<file path="src/rtl/key_cmd_sched.sv">
// Command scheduler: latches debounced key requests and dispatches one flash
// command at a time (BE > SE > RD) with start/done handshake, timeout and idle gap.
module key_cmd_sched #(
  parameter logic [31:0] TIMEOUT_MAX = 32'd2_499_999_999,
  parameter logic [7:0]  GAP_MAX     = 8'd9
) (
  input  logic       sys_clk,
  input  logic       sys_rst_n,
  input  logic       key_be,
  input  logic       key_se,
  input  logic       key_rd,
  input  logic       cmd_done,
  output logic       cmd_start,
  output logic [1:0] cmd_sel,
  output logic       busy,
  output logic [2:0] pend,
  output logic       done_flag,
  output logic       timeout_flag
);

  typedef enum logic [1:0] {
    S_IDLE  = 2'd0,
    S_START = 2'd1,
    S_WAIT  = 2'd2,
    S_GAP   = 2'd3
  } state_t;

  localparam logic [1:0] SEL_BE = 2'b00;
  localparam logic [1:0] SEL_SE = 2'b01;
  localparam logic [1:0] SEL_RD = 2'b10;

  state_t      r_state;
  logic [2:0]  r_pend;
  logic [1:0]  r_cmd_sel;
  logic [31:0] r_timer;
  logic [7:0]  r_gap;
  logic        r_cmd_start;
  logic        r_busy;
  logic        r_done_flag;
  logic        r_timeout_flag;

  state_t      w_state_nxt;
  logic [2:0]  w_pend_nxt;
  logic [2:0]  w_clr;
  logic [1:0]  w_sel_nxt;
  logic [31:0] w_timer_nxt;
  logic [7:0]  w_gap_nxt;
  logic        w_start_nxt;
  logic        w_busy_nxt;
  logic        w_done_nxt;
  logic        w_to_nxt;

  function automatic logic [1:0] prio_sel(input logic [2:0] p);
    logic [1:0] s;
    if (p[0]) begin
      s = SEL_BE;
    end else if (p[1]) begin
      s = SEL_SE;
    end else begin
      s = SEL_RD;
    end
    return s;
  endfunction

  function automatic logic [2:0] sel_mask(input logic [1:0] s);
    logic [2:0] m;
    case (s)
      SEL_BE:  m = 3'b001;
      SEL_SE:  m = 3'b010;
      SEL_RD:  m = 3'b100;
      default: m = 3'b000;
    endcase
    return m;
  endfunction

  // Next-state and next-output logic for the dispatch FSM.
  always_comb begin
    w_state_nxt = r_state;
    w_sel_nxt   = r_cmd_sel;
    w_clr       = 3'b000;
    w_timer_nxt = r_timer;
    w_gap_nxt   = r_gap;
    w_start_nxt = 1'b0;
    w_done_nxt  = 1'b0;
    w_to_nxt    = 1'b0;
    case (r_state)
      S_IDLE: begin
        if (r_pend != 3'b000) begin
          w_state_nxt = S_START;
          w_sel_nxt   = prio_sel(r_pend);
        end else begin
          w_state_nxt = S_IDLE;
        end
      end
      S_START: begin
        w_start_nxt = 1'b1;
        w_clr       = sel_mask(r_cmd_sel);
        w_timer_nxt = 32'd0;
        w_state_nxt = S_WAIT;
      end
      S_WAIT: begin
        // Completion takes precedence over a coincident timeout.
        if (cmd_done) begin
          w_done_nxt  = 1'b1;
          w_gap_nxt   = 8'd0;
          w_state_nxt = S_GAP;
        end else if (r_timer == TIMEOUT_MAX) begin
          w_to_nxt    = 1'b1;
          w_gap_nxt   = 8'd0;
          w_state_nxt = S_GAP;
        end else if (r_timer != 32'hFFFF_FFFF) begin
          w_timer_nxt = r_timer + 32'd1;
        end else begin
          w_timer_nxt = r_timer;
        end
      end
      S_GAP: begin
        if (r_gap == GAP_MAX) begin
          w_gap_nxt   = 8'd0;
          w_state_nxt = S_IDLE;
        end else begin
          w_gap_nxt   = r_gap + 8'd1;
        end
      end
      default: begin
        w_state_nxt = S_IDLE;
      end
    endcase
    // A key pulse coinciding with the clear re-arms the request.
    w_pend_nxt = (r_pend & ~w_clr) | {key_rd, key_se, key_be};
    w_busy_nxt = (w_state_nxt != S_IDLE);
  end

  // State and registered outputs.
  always_ff @(posedge sys_clk or negedge sys_rst_n) begin
    if (!sys_rst_n) begin
      r_state        <= S_IDLE;
      r_pend         <= 3'b000;
      r_cmd_sel      <= 2'b00;
      r_timer        <= 32'd0;
      r_gap          <= 8'd0;
      r_cmd_start    <= 1'b0;
      r_busy         <= 1'b0;
      r_done_flag    <= 1'b0;
      r_timeout_flag <= 1'b0;
    end else begin
      r_state        <= w_state_nxt;
      r_pend         <= w_pend_nxt;
      r_cmd_sel      <= w_sel_nxt;
      r_timer        <= w_timer_nxt;
      r_gap          <= w_gap_nxt;
      r_cmd_start    <= w_start_nxt;
      r_busy         <= w_busy_nxt;
      r_done_flag    <= w_done_nxt;
      r_timeout_flag <= w_to_nxt;
    end
  end

  assign cmd_start    = r_cmd_start;
  assign cmd_sel      = r_cmd_sel;
  assign busy         = r_busy;
  assign pend         = r_pend;
  assign done_flag    = r_done_flag;
  assign timeout_flag = r_timeout_flag;

endmodule

</file>
<file path="config.mk">
export PLATFORM = sky130hd
export DESIGN_NAME = key_cmd_sched
export DESIGN_NICKNAME = d
export VERILOG_FILES = /design/src/rtl/key_cmd_sched.sv
export SDC_FILE = /design/constraint.sdc
export NUM_CORES = 1
export LEC_CHECK = 0
export ABC_CLOCK_PERIOD_IN_PS = 3100
export CAP_MARGIN = 40
export CORE_MARGIN = 1.5
export CORE_UTILIZATION = 50
export DETAILED_ROUTE_END_ITERATION = 7
export HOLD_SLACK_MARGIN = 0.08
export PLACE_DENSITY = 0.74
export SLEW_MARGIN = 20
export SYNTH_ARGS = -nofsm -noshare
export SYNTH_HDL_FRONTEND = slang
export SYNTH_SLANG_ARGS = --single-unit
</file>
<file path="constraint.sdc">
create_clock -name sys_clk -period 3.1 [get_ports sys_clk]
set_clock_uncertainty 0.1 [all_clocks]
set_input_delay 0.62 -clock sys_clk [delete_from_list [all_inputs] [get_ports sys_clk]]
set_output_delay 0.62 -clock sys_clk [all_outputs]
set_load 0.02 [all_outputs]
</file>
==> summary.md, run 1 <==
| Metric | Value |
|---|---|
| Netlist cell types | 53 |
| Pint | 0.001134 W |
| Switching power total | 0.0007127 W |
| CTS buffer count | 5 |
| Worst path bufs/invs | 0 |
| Root Driver | clkbuf_8 |
| Cell leakage power | 1.392 nW |
| Power consumption | 0.001847 W |
| Crit path max-delay family | simple AND/OR/NAND/NOR gates |
| TNS Setup | 0 ns |
| Register area share after synthesis | 44.95% |
| Max Slew Vio Count | 0 |
| GR Overflow Total | 0 |
| Initial antenna violation count | 0 |
| Slew HR | 61.55% |
| Setup CP Type | flop to flop |
| Final antenna-violating net count | 0 |
| Most common library cells after synthesis | dfrtp_1 (51), nand2_1 (26), a31oi_1 (20), nor2_1 (20), o21ai_0 (18) |
| # diodes | 0 |
| Mapped Cells | 304 |
| Slew @ Worst Pin | about 0.57 ns |
| Die area | 6139 sq um |
| Area of the multi-input gates | 1465 sq um |
| CP max stage delay | about 0.53 ns |
| Arrival time worst endpoint | 2.68 ns |
| Slowest cell on crit path | dfrtp_1 |
| Cts hold-fix bufs | 0 |
| Pin count of the biggest net entering global routing | 37 |
| Hold/Removal Path Class | input pin to async pin |
| Status | completed |
| Storage cell area | 1276 sq um |
| Die width | 78.35 microns |
| Setup crit start kind | flop |
| Crit path cell chain | nand4_4, nor4_2, a41o_1, or2_1, o21ai_1 |
| Sink Count | 51 |
| Top-count cell post-synth | dfrtp_1 |
| Remaining DRCs | 0 |
| Unrepaired setup endpoints after global routing | no |
| TritonCTS clock tree | built |
| Critical path capture point type | flop |
| NumNets Final | 327 |
| First-pass GRT wire length | 11,310 microns |
| Initial drt markers | 244 |
| Final hold violation count | 0 |
| Synth Register Bits | 51 |
| GP Congestion | approximately 0.90 |
| Setup Buffers After CTS | 0 |
| Vias/cell | around 6.4 |
| Pwr per Cell Area | 586.7 nW/um^2 |
| Core area | approximately 5500 sq um |
| Top cell type's share of synthesized area | roughly 45% |
| Initial core utilization | 51.56% |
| Sequential Power Share | 44.7% |
| H-Tree Level Count | 2 |
| Synth Warn # | 0 |
| Peak supply drop | 0.3269 mV |
| Row Count | 27 |
| Overall Global Routing Usage | 23.30% |
| Die H | between 70 and 80 microns |
| Max FO, Critical Path | 11 |
| Quantity of I/O buffers inserted on ports | 14 |
| WHS | 0.1505 ns |
| Drt total wl | 6501 microns |
| F_max | 0.3821 GHz |
| Max-cap violation count | 0 |
| Vias in the first global route | 2,268 |
| Crit path time final | 2.617 ns |
| Share of cells above drive strength 1 | under 10% |
| Fillers | 480 |
| Synthesized cell area | approximately 2800 sq um |
| Post-layout util | a little under three fifths |
| Synth Net Count | roughly 310 |
| Synth Flop Type | dfrtp_1 |
| Yosys top cell by area | dfrtp_1 |
| Ranking of synthesized cells by area | dfrtp_1 (45%), a31oi_1 (4.4%), nand2_1 (3.4%) |
| Setup violations, final | 0 |
| DP HPWL | 4468 microns |
| Clk pwr share | 20.9% |
| Sw frac | 38.59% |
| Skew-Pair Late Insertion Delay | 0.30 ns |
| EDFF count, synth | 0 |
| CTS-repair resized insts | 0 |
| Avg Synthesized Cell Area | approximately 9.3 sq um |
| Clock slew at reported path FFs | 0.09 ns |
| Area grow syn2layout | 10.89% |
| Routed WL per cell | 16.67 microns |
| Comb power frac | 34.4% |
| Async set-reset flop share out of synthesis | 100.0% |
| Number of I/O pins | 15 |
| CTS Buffer Depth | 2 |
| Via count | 2,499 |
| Worst path required time | 3.16 ns |
| Tcrit/Tclk final | a little over four fifths |
| DRT Pass-1 Iters | 5 |
## cell families (layout without fill, tap and decap cells)
group | after synthesis | count (layout) | synth area share [%]
flops | 51 | 51 | 44.95
mux | 2 | 2 | 0.7052
buf+inv | 23 | 37 | 3.438
compound gates | 98 | 98 | 23.54
simple gates | 127 | 127 | 26.05
fa+ha+maj | 3 | 3 | 1.322
## metal layers
layer  up-vias  track usage (%)  wire length, microns
li1       1198                -                     -
met1      1211            34.01                  3116
met2        81            35.48                  2915
met3         9            4.651                   378
met4         0            6.071                    90
met5         -                0                     0
## path summary, 6_finish.rpt
| check | from | to | slack (ns) | cells past startpoint |
|---|---|---|---|---|
| min in group sys_clk | r_timer[11] | r_timer[11] | 0.42 | 1 |
| max reg2reg | r_timer[2] | r_timer[1] | 0.48 | 5 |
| max | r_timer[2] | r_timer[1] | 0.48 | 5 |
| min reg2reg | r_timer[11] | r_timer[11] | 0.42 | 1 |
| max in group asynchronous | sys_rst_n | r_gap[4] | 1.96 | 2 |
| min | sys_rst_n | r_timer[31] | 0.15 | 1 |
## layout make-up
cell class                 instances  area share, %
multi-input combinational        230          46.54
sequential                        51          40.54
timing repair buffer              23          6.439
tap                               72          2.862
clock buffer                       6          2.623
inverter                           7         0.8347
clock inverter                     1         0.1590
## cells in the final DEF, fill, tap and decap left out, types with 2 or more instances in the layout
master,instances
nor2_1,20
nand3b_1,3
o31ai_1,8
a21o_1,5
ha_1,3
o41ai_1,3
o211ai_1,3
a211o_1,8
nor3_1,8
or4b_1,2
nand2b_1,2
and3_1,10
or3_1,4
nor4_2,2
clkdlybuf4s50_1,13
inv_1,7
o21ai_0,18
o211a_1,6
a2bb2oi_1,2
nand3_1,8
nand2_1,26
nand4b_1,2
a21oi_1,12
buf_4,9
nor4_1,8
a31oi_1,20
o21ai_1,2
clkbuf_8,6
dfrtp_1,51
nand4_1,11
a21boi_0,2
mux2i_1,2
o21a_1,3
or4_1,3
nor4b_1,2
nor2b_1,4
and2_1,2
## worst register-to-register path, delay by kind of cell, from the launching register on
kind,cells,cell delay (ns)
AO/OA/AOI/OAI,2,0.66
AND/OR/NAND/NOR,3,1.19
flip-flops,1,0.53
## through the flow
step,std cells,worst slack [ns],area (sq um)
after floorplan,304,0.7856,2839
after CTS,390,0.5283,3148
after global routing,390,0.3188,3148
final,390,0.4832,3148
after detailed placement,383,0.4243,3060
after global placement,383,0.4524,3060
## flip-flops by register name, summed over array words and instances (netlist names)
name / count
pend: 3
r_gap: 8
timeout_flag: 1
cmd_start: 1
busy: 1
done_flag: 1
cmd_sel: 2
r_state: 2
r_timer: 32
## power by group through the flow
| stage | Sequential (W) | Clock [W] | Combinational, W |
|---|---|---|---|
| 6_report | 0.000826 | 0.000385 | 0.000636 |
| 5_1_grt | 0.000841 | 0.000425 | 0.000711 |
| 4_1_cts | 0.000826 | 0.000397 | 0.000631 |
| 3_5_place_dp | 0.000837 | 0 | 0.000629 |
| 3_3_place_gp | 0.000834 | 0 | 0.000613 |
| 2_1_floorplan | 0.000833 | 0 | 0.000437 |
(Power assumes the default switching activity.)
==> run 2: changes to the inputs <==
--- a/config.mk
+++ b/config.mk
@@ -5,7 +5,7 @@
 export SDC_FILE = /design/constraint.sdc
 export NUM_CORES = 1
 export LEC_CHECK = 0
-export ABC_CLOCK_PERIOD_IN_PS = 3100
+export ABC_CLOCK_PERIOD_IN_PS = 2700
 export CAP_MARGIN = 40
 export CORE_MARGIN = 1.5
 export CORE_UTILIZATION = 50
==> constraint.sdc (replaced) <==
create_clock -name sys_clk -period 2.7 [get_ports sys_clk]
set_clock_uncertainty 0.1 [all_clocks]
set_input_delay 0.54 -clock sys_clk [delete_from_list [all_inputs] [get_ports sys_clk]]
set_output_delay 0.54 -clock sys_clk [all_outputs]
set_load 0.02 [all_outputs]
==> summary.md, run 2 (same netlist as run 1, synthesis figures left out) <==
| Metric | Value |
|---|---|
| Status | completed (unchanged) |
| # diodes | 0 (unchanged) |
| Top reg by flops | r_timer (unchanged) |
| Sink Count | 51 (unchanged) |
| Number of I/O pins | 15 (unchanged) |
| Final antenna-violating net count | 0 (unchanged) |
| F_max | 0.4098 GHz (was 0.3821 GHz) |
| Initial antenna violation count | 0 (unchanged) |
| Crit path time final | 2.440 ns (was 2.617 ns) |
| Pint | 0.001364 W (was 0.001134 W) |
| Hold/Removal Path Class | input pin to async pin (unchanged) |
| Pwr per Cell Area | 677.5 nW/um^2 (was 586.7 nW/um^2) |
| Crit path max-delay family | simple AND/OR/NAND/NOR gates (unchanged) |
| Commonest non-fill, non-tap cell in the layout | dfrtp_1 (unchanged) |
| Comb power frac | 34.6% (was 34.4%) |
| CP max stage delay | 0.56 ns (was 0.53 ns) |
| Clk pwr share | 22.1% (was 20.9%) |
| Sw frac | 37.63% (was 38.59%) |
| TritonCTS clock tree | built (unchanged) |
| CTS-repair resized insts | 0 (unchanged) |
| CTS buffer count | 5 (unchanged) |
| Initial drt markers | 221 (was 244) |
| Remaining DRCs | 0 (unchanged) |
| Vias/cell | 6.344 (was 6.408) |
| Drt total wl | 6451 microns (was 6501 microns) |
| Post-layout util | 58.65% (was 57.17%) |
| Peak supply drop | 0.4290 mV (was 0.3269 mV) |
| DRT Pass-1 Iters | 5 (unchanged) |
| Routed WL per cell | 16.21 microns (was 16.67 microns) |
| Clock slew at reported path FFs | 0.10 ns (was 0.09 ns) |
| Slew HR | 62.99% (was 61.55%) |
| Final hold violation count | 0 (unchanged) |
| H-Tree Level Count | 2 (unchanged) |
| NumNets Final | 334 (was 327) |
| Vias in the first global route | 2,325 (was 2,268) |
| CTS Buffer Depth | 2 (unchanged) |
| Max FO, Critical Path | 9 (was 11) |
| Quantity of I/O buffers inserted on ports | 14 (unchanged) |
| GP Congestion | 0.8648 (was 0.8978) |
| Unrepaired setup endpoints after global routing | no (unchanged) |
| Reg2Reg Depth | 5 (unchanged) |
| Switching power total | 0.0008234 W (was 0.0007127 W) |
| Commonest cells after routing, fill and taps aside | dfrtp_1 (51), nand2_1 (26), nor2_1 (20), a31oi_1 (20), o21ai_0 (18) (unchanged) |
| Setup violations, final | 0 (unchanged) |
| Crit path depth | 5 (unchanged) |
| TNS Setup | 0 ns (unchanged) |
| Cts hold-fix bufs | 0 (unchanged) |
| Slew @ Worst Pin | 0.5505 ns (was 0.5720 ns) |
| Root Driver | clkbuf_8 (unchanged) |
| Die area | 6139 sq um (unchanged) |
| Initial core utilization | 51.56% (unchanged) |
| Slowest cell on crit path | nor4_2 (was dfrtp_1) |
| Max-cap violation count | 0 (unchanged) |
| Arrival time worst endpoint | 2.53 ns (was 2.68 ns) |
| Critical path capture point type | flop (unchanged) |
| Worst path bufs/invs | 0 (unchanged) |
| Setup CP Type | flop to flop (unchanged) |
| Die H | 78.35 microns (unchanged) |
| Overall Global Routing Usage | 23.16% (was 23.30%) |
| Setup crit start kind | flop (unchanged) |
| GR Overflow Total | 0 (unchanged) |
| Largest register FFs | 32 (unchanged) |
| First-pass GRT wire length | 11,250 microns (was 11,310 microns) |
| Die width | 78.35 microns (unchanged) |
| Fillers | 470 (was 480) |
| Crit path cell chain | nand4_4, nor4_2, nand4_1, o211a_1, a211o_1 (was nand4_4, nor4_2, a41o_1, or2_1, o21ai_1) |
| Skew-Pair Late Insertion Delay | 0.31 ns (was 0.30 ns) |
| Worst path required time | 2.79 ns (was 3.16 ns) |
| DP HPWL | 4470 microns (was 4468 microns) |
| Via count | 2,525 (was 2,499) |
| Pin count of the biggest net entering global routing | 37 (unchanged) |
| Sequential Power Share | 43.3% (was 44.7%) |
| Core area | 5507 sq um (unchanged) |
| Setup Buffers After CTS | 0 (unchanged) |
| Share of cells above drive strength 1 | 10.12% (was 7.862%) |
| Cell leakage power | 1.435 nW (was 1.392 nW) |
| Tcrit/Tclk final | 90.38% (was 84.41%) |
| Max Slew Vio Count | 0 (unchanged) |
| Row Count | 27 (unchanged) |
| Area grow syn2layout | 13.75% (was 10.89%) |
[run 2: cell types whose count changed in the layout (fill, tap and decap cells not counted), sizes merged]
cell,before,now
buf,10,17
clkbuf,6,7
clkinvlp,0,1
clkinv,1,0
[run 2: path summary, 6_finish.rpt]
path	from	end	slack [ns]
min in group sys_clk	r_timer[11]	r_timer[11]	0.43
worst max-delay path	r_timer[2]	r_timer[21]	0.26
max in group asynchronous	sys_rst_n	r_gap[7]	1.85
worst max register to register	r_timer[2]	r_timer[21]	0.26
worst min register to register	r_timer[11]	r_timer[11]	0.43
worst min-delay path	sys_rst_n	r_timer[3]	0.1
[run 2: area by class of cell]
cell class / instances / area [sq um] / share of cell area [%]
clock inverter: 1 / 7.507 / 0.2325
multi-input combinational: 230 / 1465 / 45.37
sequential: 51 / 1276 / 39.52
tap: 72 / 90.09 / 2.790
timing repair buffer: 30 / 267.8 / 8.291
clock buffer: 7 / 96.34 / 2.983
inverter: 7 / 26.28 / 0.8136
[run 2: power by group through the flow]
stage / combinational (W) / clock (W) / sequential, W
after floorplan: 0.000501 / 0 / 0.000956
after global placement: 0.000738 / 0 / 0.000958
after detailed placement: 0.000753 / 0 / 0.000961
after CTS: 0.000755 / 0.000498 / 0.000946
after global routing: 0.000852 / 0.000530 / 0.000964
final: 0.000757 / 0.000484 / 0.000946
[run 2: per-stage QoR]
stage          hold WS (ns)  instance area [sq um]  power, W  instances  setup slack (ns)
4_1_cts              0.1080                   3229  0.002199        398            0.2791
3_3_place_gp         0.4049                   3126  0.001696        390            0.1041
2_1_floorplan        0.1444                   2839  0.001457        304            0.3856
3_5_place_dp         0.4181                   3126  0.001714        390            0.1457
5_1_grt              0.1339                   3229  0.002346        398           0.07903
6_report            0.09647                   3229  0.002188        398            0.2598
[run 2: routing by layer]
layer	wire length [microns]	global-route usage, %	vias to the layer above
li1	-	-	1211
met1	3007	32.91	1213
met2	2922	34.78	90
met3	425	5.233	11
met4	95	8.214	0
met5	0	0	-
